`src/rtl/bkram_sd_sequencer_if.sv`:
```
// Sector-transfer handshake between the backup-RAM sequencer and the HPS SD block.
interface bkram_sd_sequencer_if;
  logic        sd_ack;
  logic [31:0] sd_lba;
  logic        sd_rd;
  logic        sd_wr;

  modport master (input sd_ack, output sd_lba, output sd_rd, output sd_wr);
  modport slave  (output sd_ack, input sd_lba, input sd_rd, input sd_wr);
endinterface

```
`src/rtl/bkram_sd_sequencer.sv`:
```
// Backup-RAM load/save sequencer: steps SECTORS sector reads or writes through the HPS SD handshake.
// Define BKRAM_AUTOLOAD_EN to start a load automatically when a cartridge download ends.
module bkram_sd_sequencer #(
  parameter int unsigned SECTORS = 64
) (
  input  logic                       clk_sys,
  input  logic                       RESET_n,
  input  logic                       bk_load,
  input  logic                       bk_save,
  input  logic                       downloading,
  input  logic                       img_mounted,
  input  logic                       img_readonly,
  input  logic [63:0]                img_size,
  bkram_sd_sequencer_if.master       sd,
  output logic                       bk_ena,
  output logic                       bk_loading,
  output logic                       bk_state
);

  localparam int unsigned     LBA_W    = (SECTORS > 1) ? $clog2(SECTORS) : 1;
  localparam logic [LBA_W-1:0] LBA_LAST = LBA_W'(SECTORS - 1);

  localparam logic [1:0] S_IDLE = 2'd0;
  localparam logic [1:0] S_REQ  = 2'd1;
  localparam logic [1:0] S_XFER = 2'd2;

  logic [1:0]       state_q, state_d;
  logic [LBA_W-1:0] lba_q, lba_d;
  logic             rd_q, rd_d;
  logic             wr_q, wr_d;
  logic             loading_q, loading_d;
  logic             busy_q, busy_d;
  logic             ena_q, ena_d;
  logic             dl_q, load_q, save_q, ack_q;

  logic load_req_c, save_req_c;
  logic load_edge_c, save_edge_c, auto_edge_c;
  logic ack_rise_c, ack_fall_c;

  // Requests only count while the backup file is usable.
  assign load_req_c  = bk_load & ena_q;
  assign save_req_c  = bk_save & ena_q;
  assign load_edge_c = load_req_c & ~load_q;
  assign save_edge_c = save_req_c & ~save_q;
  assign ack_rise_c  = sd.sd_ack & ~ack_q;
  assign ack_fall_c  = ~sd.sd_ack & ack_q;

`ifdef BKRAM_AUTOLOAD_EN
  assign auto_edge_c = dl_q & ~downloading & (img_size != 64'd0) & ena_q;
`else
  logic unused_img_size;
  assign unused_img_size = ^img_size;
  assign auto_edge_c     = 1'b0;
`endif

  // Next-state and next-output logic.
  always_comb begin
    state_d   = state_q;
    lba_d     = lba_q;
    rd_d      = rd_q;
    wr_d      = wr_q;
    loading_d = loading_q;
    busy_d    = busy_q;
    ena_d     = ena_q;

    if (downloading & ~dl_q)                          ena_d = 1'b0;
    if (downloading & img_mounted & ~img_readonly)    ena_d = 1'b1;

    case (state_q)
      S_IDLE: begin
        if (load_edge_c | auto_edge_c) begin
          state_d   = S_REQ;
          lba_d     = '0;
          loading_d = 1'b1;
          rd_d      = 1'b1;
          wr_d      = 1'b0;
          busy_d    = 1'b1;
        end else if (save_edge_c) begin
          state_d   = S_REQ;
          lba_d     = '0;
          loading_d = 1'b0;
          rd_d      = 1'b0;
          wr_d      = 1'b1;
          busy_d    = 1'b1;
        end
      end
      S_REQ: begin
        if (ack_rise_c) begin
          state_d = S_XFER;
          rd_d    = 1'b0;
          wr_d    = 1'b0;
        end
      end
      S_XFER: begin
        if (ack_fall_c) begin
          if (lba_q == LBA_LAST) begin
            state_d   = S_IDLE;
            loading_d = 1'b0;
            busy_d    = 1'b0;
          end else begin
            state_d = S_REQ;
            lba_d   = lba_q + LBA_W'(1);
            rd_d    = loading_q;
            wr_d    = ~loading_q;
          end
        end
      end
      default: begin
        state_d   = S_IDLE;
        rd_d      = 1'b0;
        wr_d      = 1'b0;
        loading_d = 1'b0;
        busy_d    = 1'b0;
      end
    endcase
  end

  always_ff @(posedge clk_sys or negedge RESET_n) begin
    if (!RESET_n) begin
      state_q   <= S_IDLE;
      lba_q     <= '0;
      rd_q      <= 1'b0;
      wr_q      <= 1'b0;
      loading_q <= 1'b0;
      busy_q    <= 1'b0;
      ena_q     <= 1'b0;
      dl_q      <= 1'b0;
      load_q    <= 1'b0;
      save_q    <= 1'b0;
      ack_q     <= 1'b0;
    end else begin
      state_q   <= state_d;
      lba_q     <= lba_d;
      rd_q      <= rd_d;
      wr_q      <= wr_d;
      loading_q <= loading_d;
      busy_q    <= busy_d;
      ena_q     <= ena_d;
      dl_q      <= downloading;
      load_q    <= load_req_c;
      save_q    <= save_req_c;
      ack_q     <= sd.sd_ack;
    end
  end

  assign sd.sd_lba  = 32'(lba_q);
  assign sd.sd_rd   = rd_q;
  assign sd.sd_wr   = wr_q;
  assign bk_ena     = ena_q;
  assign bk_loading = loading_q;
  assign bk_state   = busy_q;

endmodule

```
`src/flat_wrapper.sv`:
```
// flat-port wrapper written by rule: the top's interface ports become plain ports
module bkram_sd_sequencer_flat 
#(
  parameter int unsigned SECTORS = 64
)
  (clk_sys, RESET_n, bk_load, bk_save, downloading, img_mounted, img_readonly, img_size, bk_ena, bk_loading, bk_state, sd_sd_ack, sd_sd_lba, sd_sd_rd, sd_sd_wr);
  bkram_sd_sequencer_if sd_i ();
  input  logic clk_sys;
  input  logic RESET_n;
  input  logic bk_load;
  input  logic bk_save;
  input  logic downloading;
  input  logic img_mounted;
  input  logic img_readonly;
  input  logic [63:0] img_size;
  output logic bk_ena;
  output logic bk_loading;
  output logic bk_state;
  input wire logic [$bits(sd_i.sd_ack)-1:0] sd_sd_ack;
  output wire logic [$bits(sd_i.sd_lba)-1:0] sd_sd_lba;
  output wire logic [$bits(sd_i.sd_rd)-1:0] sd_sd_rd;
  output wire logic [$bits(sd_i.sd_wr)-1:0] sd_sd_wr;
  assign sd_i.sd_ack = sd_sd_ack;
  assign sd_sd_lba = sd_i.sd_lba;
  assign sd_sd_rd = sd_i.sd_rd;
  assign sd_sd_wr = sd_i.sd_wr;
  bkram_sd_sequencer #(.SECTORS(SECTORS)) u_core (.clk_sys(clk_sys), .RESET_n(RESET_n), .bk_load(bk_load), .bk_save(bk_save), .downloading(downloading), .img_mounted(img_mounted), .img_readonly(img_readonly), .img_size(img_size), .sd(sd_i), .bk_ena(bk_ena), .bk_loading(bk_loading), .bk_state(bk_state));
endmodule
```
`config.mk`:
```
export PLATFORM = sky130hd
export DESIGN_NAME = bkram_sd_sequencer_flat
export DESIGN_NICKNAME = d
export VERILOG_FILES = /design/src/rtl/bkram_sd_sequencer_if.sv /design/src/rtl/bkram_sd_sequencer.sv /design/src/flat_wrapper.sv
export SDC_FILE = /design/constraint.sdc
export NUM_CORES = 1
export LEC_CHECK = 0
export ABC_CLOCK_PERIOD_IN_PS = 1980
export BUFFER_PORTS_ARGS = -buffer_cell sky130_fd_sc_hd__buf_2
export CELL_PAD_IN_SITES_DETAIL_PLACEMENT = 1
export CELL_PAD_IN_SITES_GLOBAL_PLACEMENT = 2
export CORE_ASPECT_RATIO = 0.7
export CORE_UTILIZATION = 16
export DETAILED_ROUTE_END_ITERATION = 8
export GPL_TIMING_DRIVEN = 0
export HOLD_SLACK_MARGIN = 0.03
export PLACE_DENSITY = 0.74
export SETUP_SLACK_MARGIN = 0.4
export SYNTH_ARGS = -nofsm -noshare
export SYNTH_HDL_FRONTEND = slang
export SYNTH_SLANG_ARGS = --single-unit
```
`constraint.sdc`:
```
create_clock -name clk_sys -period 1.98 [get_ports clk_sys]
set_clock_uncertainty 0.2 [all_clocks]
set_input_delay 0 -clock clk_sys [delete_from_list [all_inputs] [get_ports clk_sys]]
set_output_delay 0 -clock clk_sys [all_outputs]
set_load 0.05 [all_outputs]
```
After elaboration in Yosys (flattened, before gate mapping)
Cells that the tools add are included.
{"block": "op_classes", "n_mux": 29, "add_sub_neg": 1, "bitwise": 17, "reduce_logical": 7, "eq_ne": 8}
{"op": "$mux 6", "n": 4}
{"op": "$mux 1", "n": 15}
{"op": "$pmux 1 s3", "n": 4}
{"op": "$pmux 6 s2", "n": 1}
{"op": "$reduce_and 4->1", "n": 3}
{"op": "$and 1x1->1", "n": 9}
{"op": "$mux 2", "n": 4}
{"op": "$not 1->1", "n": 8}
{"op": "$add 6x1->6 const B", "n": 1}
{"op": "$eq 6x6->1 const B", "n": 1}
{"op": "$ne 2x1->1 const B", "n": 3}
{"op": "$pmux 2 s3", "n": 1}
{"op": "$reduce_bool 2->1", "n": 2}
{"op": "$ne 3x1->1 const B", "n": 1}
{"op": "$reduce_and 3->1", "n": 1}
{"op": "$eq 2x1->1 const B", "n": 1}
{"op": "$eq 2x2->1 const B", "n": 1}
{"op": "$logic_not 2->1", "n": 1}
{"op": "$ne 2x2->1 const B", "n": 1}
{"block": "totals", "output_inout_bits": 37, "in_bits": 72, "register_bits": 17, "word_cells": 73}

Logic depth before layout (Yosys ltp)
Gate-level depths: netlist of the first run.
{"block": "depth", "depth_word": 5, "depth_mapped": 6, "ltp_nobuf": 5}

Worst setup path after synthesis of the first run
No wires, ideal clock.
{"block": "synth_path", "kind": "flip-flop to flip-flop", "from": "register u_core.lba_q[0]", "to": "register u_core.lba_q[3]", "t_arrival_ns": 1.993, "required_ns": 1.676, "path_buffers": 1, "stages_incl_launch_ff": 7, "setup_time_ns": 0.104, "synth_period_minus_slack_ns": 2.297, "path_slack_ns": -0.317, "path_cell_list": "dfrtp_1 -> ha_1 -> and3_4 -> a41o_4 -> or2_1 -> buf_6 -> o41ai_2"}
{"block": "synth_between", "elab_chain_len": 4, "word_cells_on_any_way": 7, "classes_between": "add/sub (1); eq/ne (2); mux (3); reduce/logical (1)"}
{"item": "start, declared", "line_no": "bkram_sd_sequencer.sv:28", "source": "logic [LBA_W-1:0] lba_q, lba_d;"}
{"item": "start signal, assigned", "line_no": "bkram_sd_sequencer.sv:133", "source": "lba_q <= lba_d;"}
{"item": "$add 6x1->6", "line_no": "bkram_sd_sequencer.sv:102", "source": "lba_d = lba_q + LBA_W'(1);"}
{"item": "$mux 6", "line_no": "bkram_sd_sequencer.sv:96", "source": "if (lba_q == LBA_LAST) begin"}
{"item": "$mux 6", "line_no": "bkram_sd_sequencer.sv:95", "source": "if (ack_fall_c) begin"}
{"item": "$pmux 6 s2", "line_no": "bkram_sd_sequencer.sv:69", "source": "case (state_q)"}
Several ways; a longest one is shown, not always the timed one. The select of a mux whose other input is x is not followed.
A chain may end at the register's enable or synchronous reset.

Worst setup path in the final report of the first run
{"block": "layout_path", "from": "register u_core.lba_q[1]", "to": "register u_core.lba_q[3]"}
The elaborated chain is that of the path after synthesis.

==> flow_metrics.py, run 1 <==
metrics = {
    "run_status": {
        "status": "completed",
    },
    "global_route": {
        "grt_pass1_wl_um": 4910,
        "grt_overflow": 0,
        "track_usage_pct": 8.75,
        "grt_max_degree": 18,
        "antenna_found_initial": 0,
        "grt_pass1_vias": 1001,
    },
    "synthesis": {
        "synth_edf_count": 0,
        "ys.flop_type": "dfrtp_1",
        "synth-seq-cells": 17,
        "yosysSeqAreaShare_pct": 38.2,
        "synthDistinctLibCells": 40,
        "synthCells": 111,
        "netlist_area_mm2": 0.00111,
        "yosysWarnings": 0,
        "syn_avg_cell_area_um2": 10.0,
        "synthArstFlopShare_pct": 100,
    },
    "floorplan": {
        "io_pins": 109,
        "core_area_mm2": 0.00676,
        "die_h_um": 71.8,
        "num_rows": 25,
        "initial_core_util_pct": 16.5,
        "die_area_mm2": 0.00731,
        "dieWidth_um": 102,
    },
    "power_and_ir_drop": {
        "p_leak_uw": 0.000871,
        "power_frac_comb_pct": 62.9,
        "internal_power_uw": 1120,
        "pwr-share-seq_pct": 24.2,
        "max-vdd-ir-drop_mv": 0.466,
        "power_switching_uw": 921,
        "p_clk_share_pct": 13.0,
        "power_density_mw_per_mm2": 1140,
        "switching_share_pct": 45.0,
    },
    "timing": {
        "fin_ws_ps": 99.7,
        "whs_ps": 9.84,
        "worst_pin_slew_ps": 672,
        "rsz0062_at_grt": "true",
        "fmax_ghz": 0.532,
        "setup_viol": 0,
        "final_max_slew_viol_count": 0,
        "fin_crit_ps": 1880,
        "finalCritPeriodShare_pct": 95.0,
        "hold_viol_final": 0,
        "relSlewSlack_pct": 55.1,
    },
    "routing": {
        "drt-wirelength-per-cell_um": 10.6,
        "viasPerCell": 3.58,
        "drtAntennaViolNets": 0,
        "drc": 0,
        "drt_iter0_markers": 23,
        "drt-total-wl_um": 2920,
        "vias": 985,
        "drtPass1Iterations": 4,
    },
    "final_layout": {
        "drive_above_1_share_pct": 52.5,
        "layout.cells.non_filler": 275,
        "nNetsFinal": 255,
        "syn2layout_area_growth_pct": 61.1,
        "diodes": 0,
        "fillers": 793,
    },
    "worst_setup_path": {
        "rrSetupSlack_ps": 100,
        "r2r-start": "u_core.lba_q[1]",
        "worstPathMaxFanout": 4,
        "cp-end-kind": "register",
        "crit_path_start": "u_core.lba_q[1]",
        "crit_type": "reg -> reg",
        "crit_required_ps": 1900,
        "worstSetupStartpointType": "register",
        "worstPathArrival_ps": 1800,
    },
    "clock_network": {
        "cts_max_path_buffers": 2,
        "cts_num_sinks": 17,
        "cts_buffers": 3,
        "cts_tree": "built",
        "path_clk_slew_ps": 70,
        "h-tree-depth": 1,
        "clockRootBuffer": "clkbuf_8",
        "clk_latency_ps": 250,
    },
    "place": {
        "gp_congestion": 0.719,
        "io_buffer_count": 18,
        "place_worst_setup_slack_ps": -41.9,
        "hpwl_um": 1990,
        "dp_cells": 248,
    },
    "hold_path": {
        "hp-class": "in -> async",
    },
    "job": {
        "max_cap_violations": 0,
    },
}
## power by group through the flow
| stage | registers, µW | logic [µW] | clock network [µW] |
|---|---|---|---|
| after floorplan | 672 | 587 | 0 |
| after global placement | 514 | 919 | 0 |
| after detailed placement | 513 | 934 | 0 |
| after CTS | 495 | 1150 | 281 |
| after global routing | 508 | 1380 | 295 |
| final | 494 | 1290 | 266 |
## layer usage
| metal | share of wire [%] | GRT usage [%] | wire length [µm] |
|---|---|---|---|
| met5 | 0 | 0 | 0 |
| met4 | 1.4 | 2.90 | 42 |
| met3 | 4.5 | 2.34 | 132 |
| met2 | 47 | 14.2 | 1370 |
| met1 | 47 | 11.3 | 1370 |
## final timing paths
path                                           to  cells after the start
max in group asynchronous       u_core.state_q[1]                      2
worst min-delay path              u_core.sd.sd_rd                      2
worst max register to register    u_core.lba_q[3]                      5
worst max-delay path              u_core.lba_q[3]                      5
worst min register to register      u_core.bk_ena                      2
min in group clk_sys            u_core.state_q[1]                      3
## worst max-delay path, stage by stage (launching register included)
cell     delay (ps)
dfrtp_2         430
ha_4            160
and3_4          180
a41o_4          230
o31ai_1         400
o41ai_4         140
## cell families (layout without fill, tap and decap cells)
logic type	Yosys count	after routing	synth area share [%]
compound gates	28	28	21.2
buf+inv	30	75	20.2
other cells	1	26	0.336
simple gates	34	34	19.0
fa+ha+maj	1	1	1.12
flops	17	17	38.2
## flip-flops by register name (all words and copies together), names as in the netlist
| register | cells |
|---|---|
| u_core.bk_loading | 1 |
| u_core.bk_ena | 1 |
| u_core.load_q | 1 |
| u_core.bk_state | 1 |
| u_core.lba_q | 6 |
| u_core.dl_q | 1 |
| u_core.ack_q | 1 |
| u_core.save_q | 1 |
| u_core.sd.sd_rd | 1 |
| u_core.sd.sd_wr | 1 |
| u_core.state_q | 2 |
## synthesized netlist by cell type, types with 2 or more instances
cell type / number / share of area [%]
a21oi_1: 4 / 1.8
and2_1: 2 / 1.1
and3b_2: 2 / 1.8
buf_4: 26 / 18
buf_6: 2 / 2.0
dfrtp_1: 17 / 38
inv_1: 2 / 0.67
nand2_1: 2 / 0.67
nand2b_1: 3 / 1.7
nand3_1: 4 / 1.8
nor2_1: 5 / 1.7
nor2b_1: 3 / 1.7
o21ai_0: 6 / 2.7
o22ai_1: 2 / 1.1
o31ai_1: 4 / 2.7
o32a_1: 2 / 1.8
or2_1: 2 / 1.1
## area by class of cell
class	instances	area, µm²	share of cell area [%]
tap	94	118	6.55
sequential	17	434	24.2
buffer	28	218	12.1
timing repair buffer	41	300	16.7
multi-input combinational	89	673	37.5
clock buffer	4	45.0	2.51
inverter	2	7.51	0.418
## cell usage in the layout, fill, tap and decap left out, types with 4 or more instances in the layout
master,n
dfrtp_1,10
conb_1,26
dlygate4sd3_1,7
buf_4,39
dfrtp_2,7
nand3_1,4
nor2_1,5
buf_2,18
buf_6,4
o21ai_0,5
## per-stage QoR
stage	total power (µW)	TNS (ps)	area (µm²)	utilization, %
after global routing	2180	0	1800	26.6
final	2040	0	1800	26.6
after CTS	1930	0	1720	25.5
after global placement	1430	-39.0	1460	21.6
after detailed placement	1450	-126	1460	21.6
after floorplan	1260	0	1250	-
## timing repair
action | CTS | global route
hold buffers | 7 | 0
setup buffers | 12 | 4
cloned | 0 | 0
endpoints found under the setup margin | 11 | 11
endpoints found under the hold margin | 23 | 0
gates resized for setup | 10 | 7
pin swaps | 5 | 7
Power figures use the tool's default switching activity.
==> inputs of run 2 (changes only) <==
--- a/config.mk
+++ b/config.mk
@@ -12,4 +12,5 @@
 export CORE_ASPECT_RATIO = 0.7
 export CORE_UTILIZATION = 16
+export CTS_CLUSTER_SIZE = 8
 export DETAILED_ROUTE_END_ITERATION = 8
 export GPL_TIMING_DRIVEN = 0
==> constraint.sdc (replaced) <==
create_clock -name clk_sys -period 1.98 [get_ports clk_sys]
set_clock_uncertainty 0.2 [all_clocks]
set_input_delay 0.396 -clock clk_sys [delete_from_list [all_inputs] [get_ports clk_sys]]
set_output_delay 0.396 -clock clk_sys [all_outputs]
set_load 0.05 [all_outputs]
==> flow_metrics.py, run 2 (synthesis gave the netlist of run 1 again) <==
metrics = {
    "floorplan": {
        "die_area_mm2": 0.00731,
        "num_rows": 25,
        "initial_core_util_pct": 16.5,
        "io_pins": 109,
        "dieWidth_um": 102,
        "core_area_mm2": 0.00676,
        "die_h_um": 71.8,
    },
    "final_layout": {
        "largest_reg_flops": 6,
        "top_register": "u_core.lba_q",
        "layout.cells.non_filler": 270,
        "mostFrequentLayoutCell": "buf_4",
        "syn2layout_area_growth_pct": 59.4,
        "nNetsFinal": 250,
        "final_cell_mix": "buf_4 (42), conb_1 (26), buf_2 (12)",
        "diodes": 0,
        "final_area_mm2": 0.00178,
        "reg_top3": "u_core.lba_q (6), u_core.state_q (2)",
        "drive_above_1_share_pct": 54.5,
        "fillers": 792,
    },
    "routing": {
        "dr_wl_met2_um": 1330,
        "drt_iter0_markers": 40,
        "met3_length_um": 136,
        "wirelength_met1_um": 1350,
        "drt-total-wl_um": 2860,
        "drtAntennaViolNets": 0,
        "drtPass1Iterations": 4,
        "drc": 0,
        "viasPerCell": 3.57,
        "vias": 964,
        "top_layer": "met4",
        "drt-wirelength-per-cell_um": 10.6,
    },
    "global_route": {
        "grt_pass1_vias": 966,
        "track_usage_pct": 8.48,
        "grt_pass1_wl_um": 4770,
        "grt_overflow": 0,
        "grt_max_degree": 18,
        "antenna_found_initial": 0,
    },
    "clock_network": {
        "cts_buffers": 3,
        "h-tree-depth": 1,
        "cts_num_sinks": 17,
        "clk_latency_ps": 250,
        "cts_tree": "built",
        "path_clk_slew_ps": 70,
        "clockRootBuffer": "clkbuf_8",
        "cts_max_path_buffers": 2,
    },
    "worst_setup_path": {
        "worstSetupStartpointType": "register",
        "crit_type": "reg -> reg",
        "crit_required_ps": 1900,
        "cp-end-kind": "register",
        "worstPathArrival_ps": 1800,
        "worstPathMaxFanout": 4,
    },
    "job": {
        "max_cap_violations": 0,
    },
    "timing": {
        "rsz0062_at_grt": "true",
        "fmax_ghz": 0.532,
        "setup_viol": 0,
        "hold_viol_final": 0,
        "final_max_slew_viol_count": 0,
        "finalCritPeriodShare_pct": 95.0,
        "worst_pin_slew_ps": 671,
        "relSlewSlack_pct": 55.2,
        "fin_crit_ps": 1880,
    },
    "power_and_ir_drop": {
        "p_leak_uw": 0.000856,
        "max-vdd-ir-drop_mv": 0.473,
        "power_density_mw_per_mm2": 1160,
    },
    "run_status": {
        "status": "completed",
    },
    "place": {
        "gp_congestion": 0.719,
        "hpwl_um": 1990,
        "post_dp_cell_area_mm2": 0.00146,
        "dp_cells": 248,
        "io_buffer_count": 18,
    },
    "hold_path": {
        "hp-class": "in -> reg",
    },
}
run 2: final timing paths:
check                                start                 to  slack, ps  depth (start not counted)
setup / recovery           u_core.lba_q[1]    u_core.lba_q[3]        100                          5
hold reg to reg                u_core.dl_q      u_core.bk_ena        280                          2
max in group asynchronous          RESET_n  u_core.state_q[1]        850                          2
hold / removal                 downloading        u_core.dl_q         80                          1
min in group asynchronous          RESET_n    u_core.sd.sd_rd        410                          2
setup reg to reg           u_core.lba_q[1]    u_core.lba_q[3]        100                          5
run 2: repair_timing:
item	CTS	global route
hold endpoints to repair	17	0
hold buffers	1	0
resized for setup	12	20
buffers inserted	12	5
setup endpoints to repair	13	18
pin swaps	5	7
cloned	0	0
run 2: worst max-delay path, cell delays in order (launching register included):
cell     delay, ps
dfrtp_2        430
ha_4           160
and3_4         180
a41o_4         230
o31ai_1        400
o41ai_4        140
run 2: power by group:
group | leakage (µW) | switching (µW) | internal (µW)
clock | 0.0000228 | 123 | 143
sequential | 0.000209 | 65.7 | 429
combinational | 0.000625 | 737 | 569
run 2: cell type report:
type                            count  area, µm²  share of cell area, %
Buffer                             28        218                   12.3
Inverter                            2       7.51                  0.423
Sequential cell                    17        434                   24.4
Multi-Input combinational cell     89        673                   37.9
Tap cell                           94        118                   6.62
Timing Repair Buffer               36        282                   15.8
Clock buffer                        4       45.0                   2.54
run 2: metal layers:
layer  vias up  GRT usage, %
met2        25          13.4
met3         4          2.34
met4         0          2.90
met1       458          11.1
li1        477             -
met5         -             0
run 2: metrics by stage:
stage / power [µW] / hold WS [ps] / worst slack [ps] / utilization, % / TNS, ps
after floorplan: 1260 / -99.6 / 15.9 / - / 0
after global placement: 1430 / 152 / -15.7 / 21.6 / -39.0
after detailed placement: 1450 / 164 / -41.9 / 21.6 / -126
after CTS: 1920 / 74.4 / 104 / 24.6 / 0
after global routing: 2210 / 82.3 / 53.2 / 26.3 / 0
final: 2070 / 84.3 / 99.3 / 26.3 / 0
==> inputs of run 3 (changes only) <==
Settings changed: CORE_UTILIZATION 16 to 17, CTS_BUF_LIST set to sky130_fd_sc_hd__clkbuf_8, PLACE_DENSITY 0.74 to 0.78.
==> flow_metrics.py, run 3 (synthesis gave the netlist of run 1 again) <==
metrics = {
    "run_status": {
        "status": "completed",
    },
    "floorplan": {
        "dieWidth_um": 98.8,
        "die_area_mm2": 0.00689,
        "die_h_um": 69.8,
        "io_pins": 109,
        "core_area_mm2": 0.00628,
        "num_rows": 24,
        "initial_core_util_pct": 17.8,
    },
    "timing": {
        "final_max_slew_viol_count": 0,
        "finalCritPeriodShare_pct": 93.0,
        "whs_ps": 85.7,
        "hold_viol_final": 0,
        "fin_crit_ps": 1840,
        "rsz0062_at_grt": "true",
        "setup_viol": 0,
        "fmax_ghz": 0.543,
    },
    "place": {
        "post_dp_cell_area_mm2": 0.00144,
        "io_buffer_count": 18,
        "hpwl_um": 1960,
        "gp_congestion": 0.683,
    },
    "power_and_ir_drop": {
        "switching_share_pct": 45.0,
        "pwr-share-seq_pct": 23.6,
        "internal_power_uw": 1160,
        "max-vdd-ir-drop_mv": 0.375,
        "p_clk_share_pct": 12.2,
        "power_frac_comb_pct": 64.2,
        "total_power_uw": 2100,
        "p_leak_uw": 0.000837,
        "power_switching_uw": 947,
        "power_density_mw_per_mm2": 1210,
    },
    "hold_path": {
        "hp-class": "in -> reg",
        "whs_endpoint": "u_core.dl_q",
        "hold_start": "downloading",
        "worstHoldPathCells": 1,
    },
    "routing": {
        "drt_iter0_markers": 24,
        "viasPerCell": 3.82,
        "drtAntennaViolNets": 0,
        "vias": 971,
        "drc": 0,
        "drt-wirelength-per-cell_um": 11.5,
        "drtPass1Iterations": 2,
        "drt-total-wl_um": 2910,
    },
    "clock_network": {
        "clk_latency_ps": 250,
        "path_clk_slew_ps": 60,
        "cts_buffers": 3,
        "cts_max_path_buffers": 2,
        "cts_num_sinks": 17,
        "h-tree-depth": 1,
        "clockRootBuffer": "clkbuf_8",
        "cts_tree": "built",
    },
    "global_route": {
        "grt_overflow": 0,
        "grt_pass1_vias": 959,
        "antenna_found_initial": 0,
        "track_usage_pct": 8.66,
        "grt_pass1_wl_um": 4690,
        "grt_max_degree": 18,
    },
    "worst_setup_path": {
        "crit_type": "reg -> reg",
        "rrSetupSlack_ps": 140,
        "ff2ff_path_depth": 6,
        "crit_required_ps": 1920,
        "worstPathArrival_ps": 1780,
        "r2r_end": "u_core.lba_q[0]",
        "r2r-start": "u_core.lba_q[0]",
        "cp-end-kind": "register",
        "worstPathMaxFanout": 6,
        "worstSetupStartpointType": "register",
    },
    "final_layout": {
        "syn2layout_area_growth_pct": 55.6,
        "final_cell_mix": "buf_4 (42), conb_1 (26), buf_2 (11)",
        "nNetsFinal": 250,
        "diodes": 0,
        "final_area_mm2": 0.00173,
        "top_register": "u_core.lba_q",
        "reg_top3": "u_core.lba_q (6), u_core.state_q (2)",
        "final_core_util_pct": 27.6,
        "largest_reg_flops": 6,
        "fillers": 740,
        "drive_above_1_share_pct": 55.7,
        "mostFrequentLayoutCell": "buf_4",
    },
    "job": {
        "max_cap_violations": 0,
    },
}
==> run 3: cell type report <==
type | instances | area [µm²] | area share (%)
Multi-Input combinational cell | 89 | 657 | 37.9
Sequential cell | 17 | 434 | 25.0
Timing Repair Buffer | 36 | 275 | 15.9
Buffer | 28 | 218 | 12.6
Tap cell | 78 | 97.6 | 5.63
Clock buffer | 3 | 41.3 | 2.38
Inverter | 2 | 7.51 | 0.433
Clock inverter | 1 | 3.75 | 0.216
==> run 3: worst max path at each step <==
| stage | start | end | cells after the start |
|---|---|---|---|
| 6_report | u_core.lba_q[0] | u_core.lba_q[0] | 6 |
| 5_1_grt | u_core.lba_q[0] | u_core.lba_q[3] | 6 |
| 3_3_place_gp | u_core.state_q[1] | u_core.lba_q[1] | 5 |
| 4_1_cts | u_core.lba_q[0] | u_core.lba_q[3] | 6 |
| 3_5_place_dp | u_core.state_q[1] | u_core.lba_q[1] | 5 |
| 2_1_floorplan | u_core.lba_q[0] | u_core.lba_q[0] | 6 |
==> run 3: stage by stage <==
| stage | setup WS, ps | instances | setup TNS [ps] |
|---|---|---|---|
| after global placement | -27.0 | 232 | -50.3 |
| after floorplan | 15.9 | 136 | 0 |
| after CTS | 123 | 251 | 0 |
| after global routing | 74.0 | 254 | 0 |
| after detailed placement | -43.1 | 232 | -108 |
| final | 138 | 254 | 0 |
==> run 3: worst max-delay path, stage by stage, from the launching register on <==
cell     delay [ps]
dfrtp_2         430
ha_4            160
and3_4          180
a41o_4          230
or2_1           220
buf_6           140
a21o_2          180
==> run 3: power by group through the flow <==
stage / clock network [µW] / registers (µW) / logic, µW
final: 257 / 497 / 1350
after floorplan: 0 / 672 / 587
after detailed placement: 0 / 514 / 938
after CTS: 273 / 491 / 1220
after global routing: 284 / 508 / 1450
after global placement: 0 / 515 / 922
==> run 3: what timing repair did <==
action	CTS	global route
hold buffers	1	0
gates cloned	0	0
endpoints found under the hold margin	17	0
setup buffers	14	3
pin swaps	8	5
gates resized for setup	13	21
setup endpoints to repair	13	17
==> run 3: layer usage <==
metal  track usage, %  vias up  routed length [µm]
met2             14.7       18                1500
met4             1.99        0                  25
met5                0        -                   0
met1             11.0      470                1290
li1                 -      481                   -
met3             2.32        2                 100
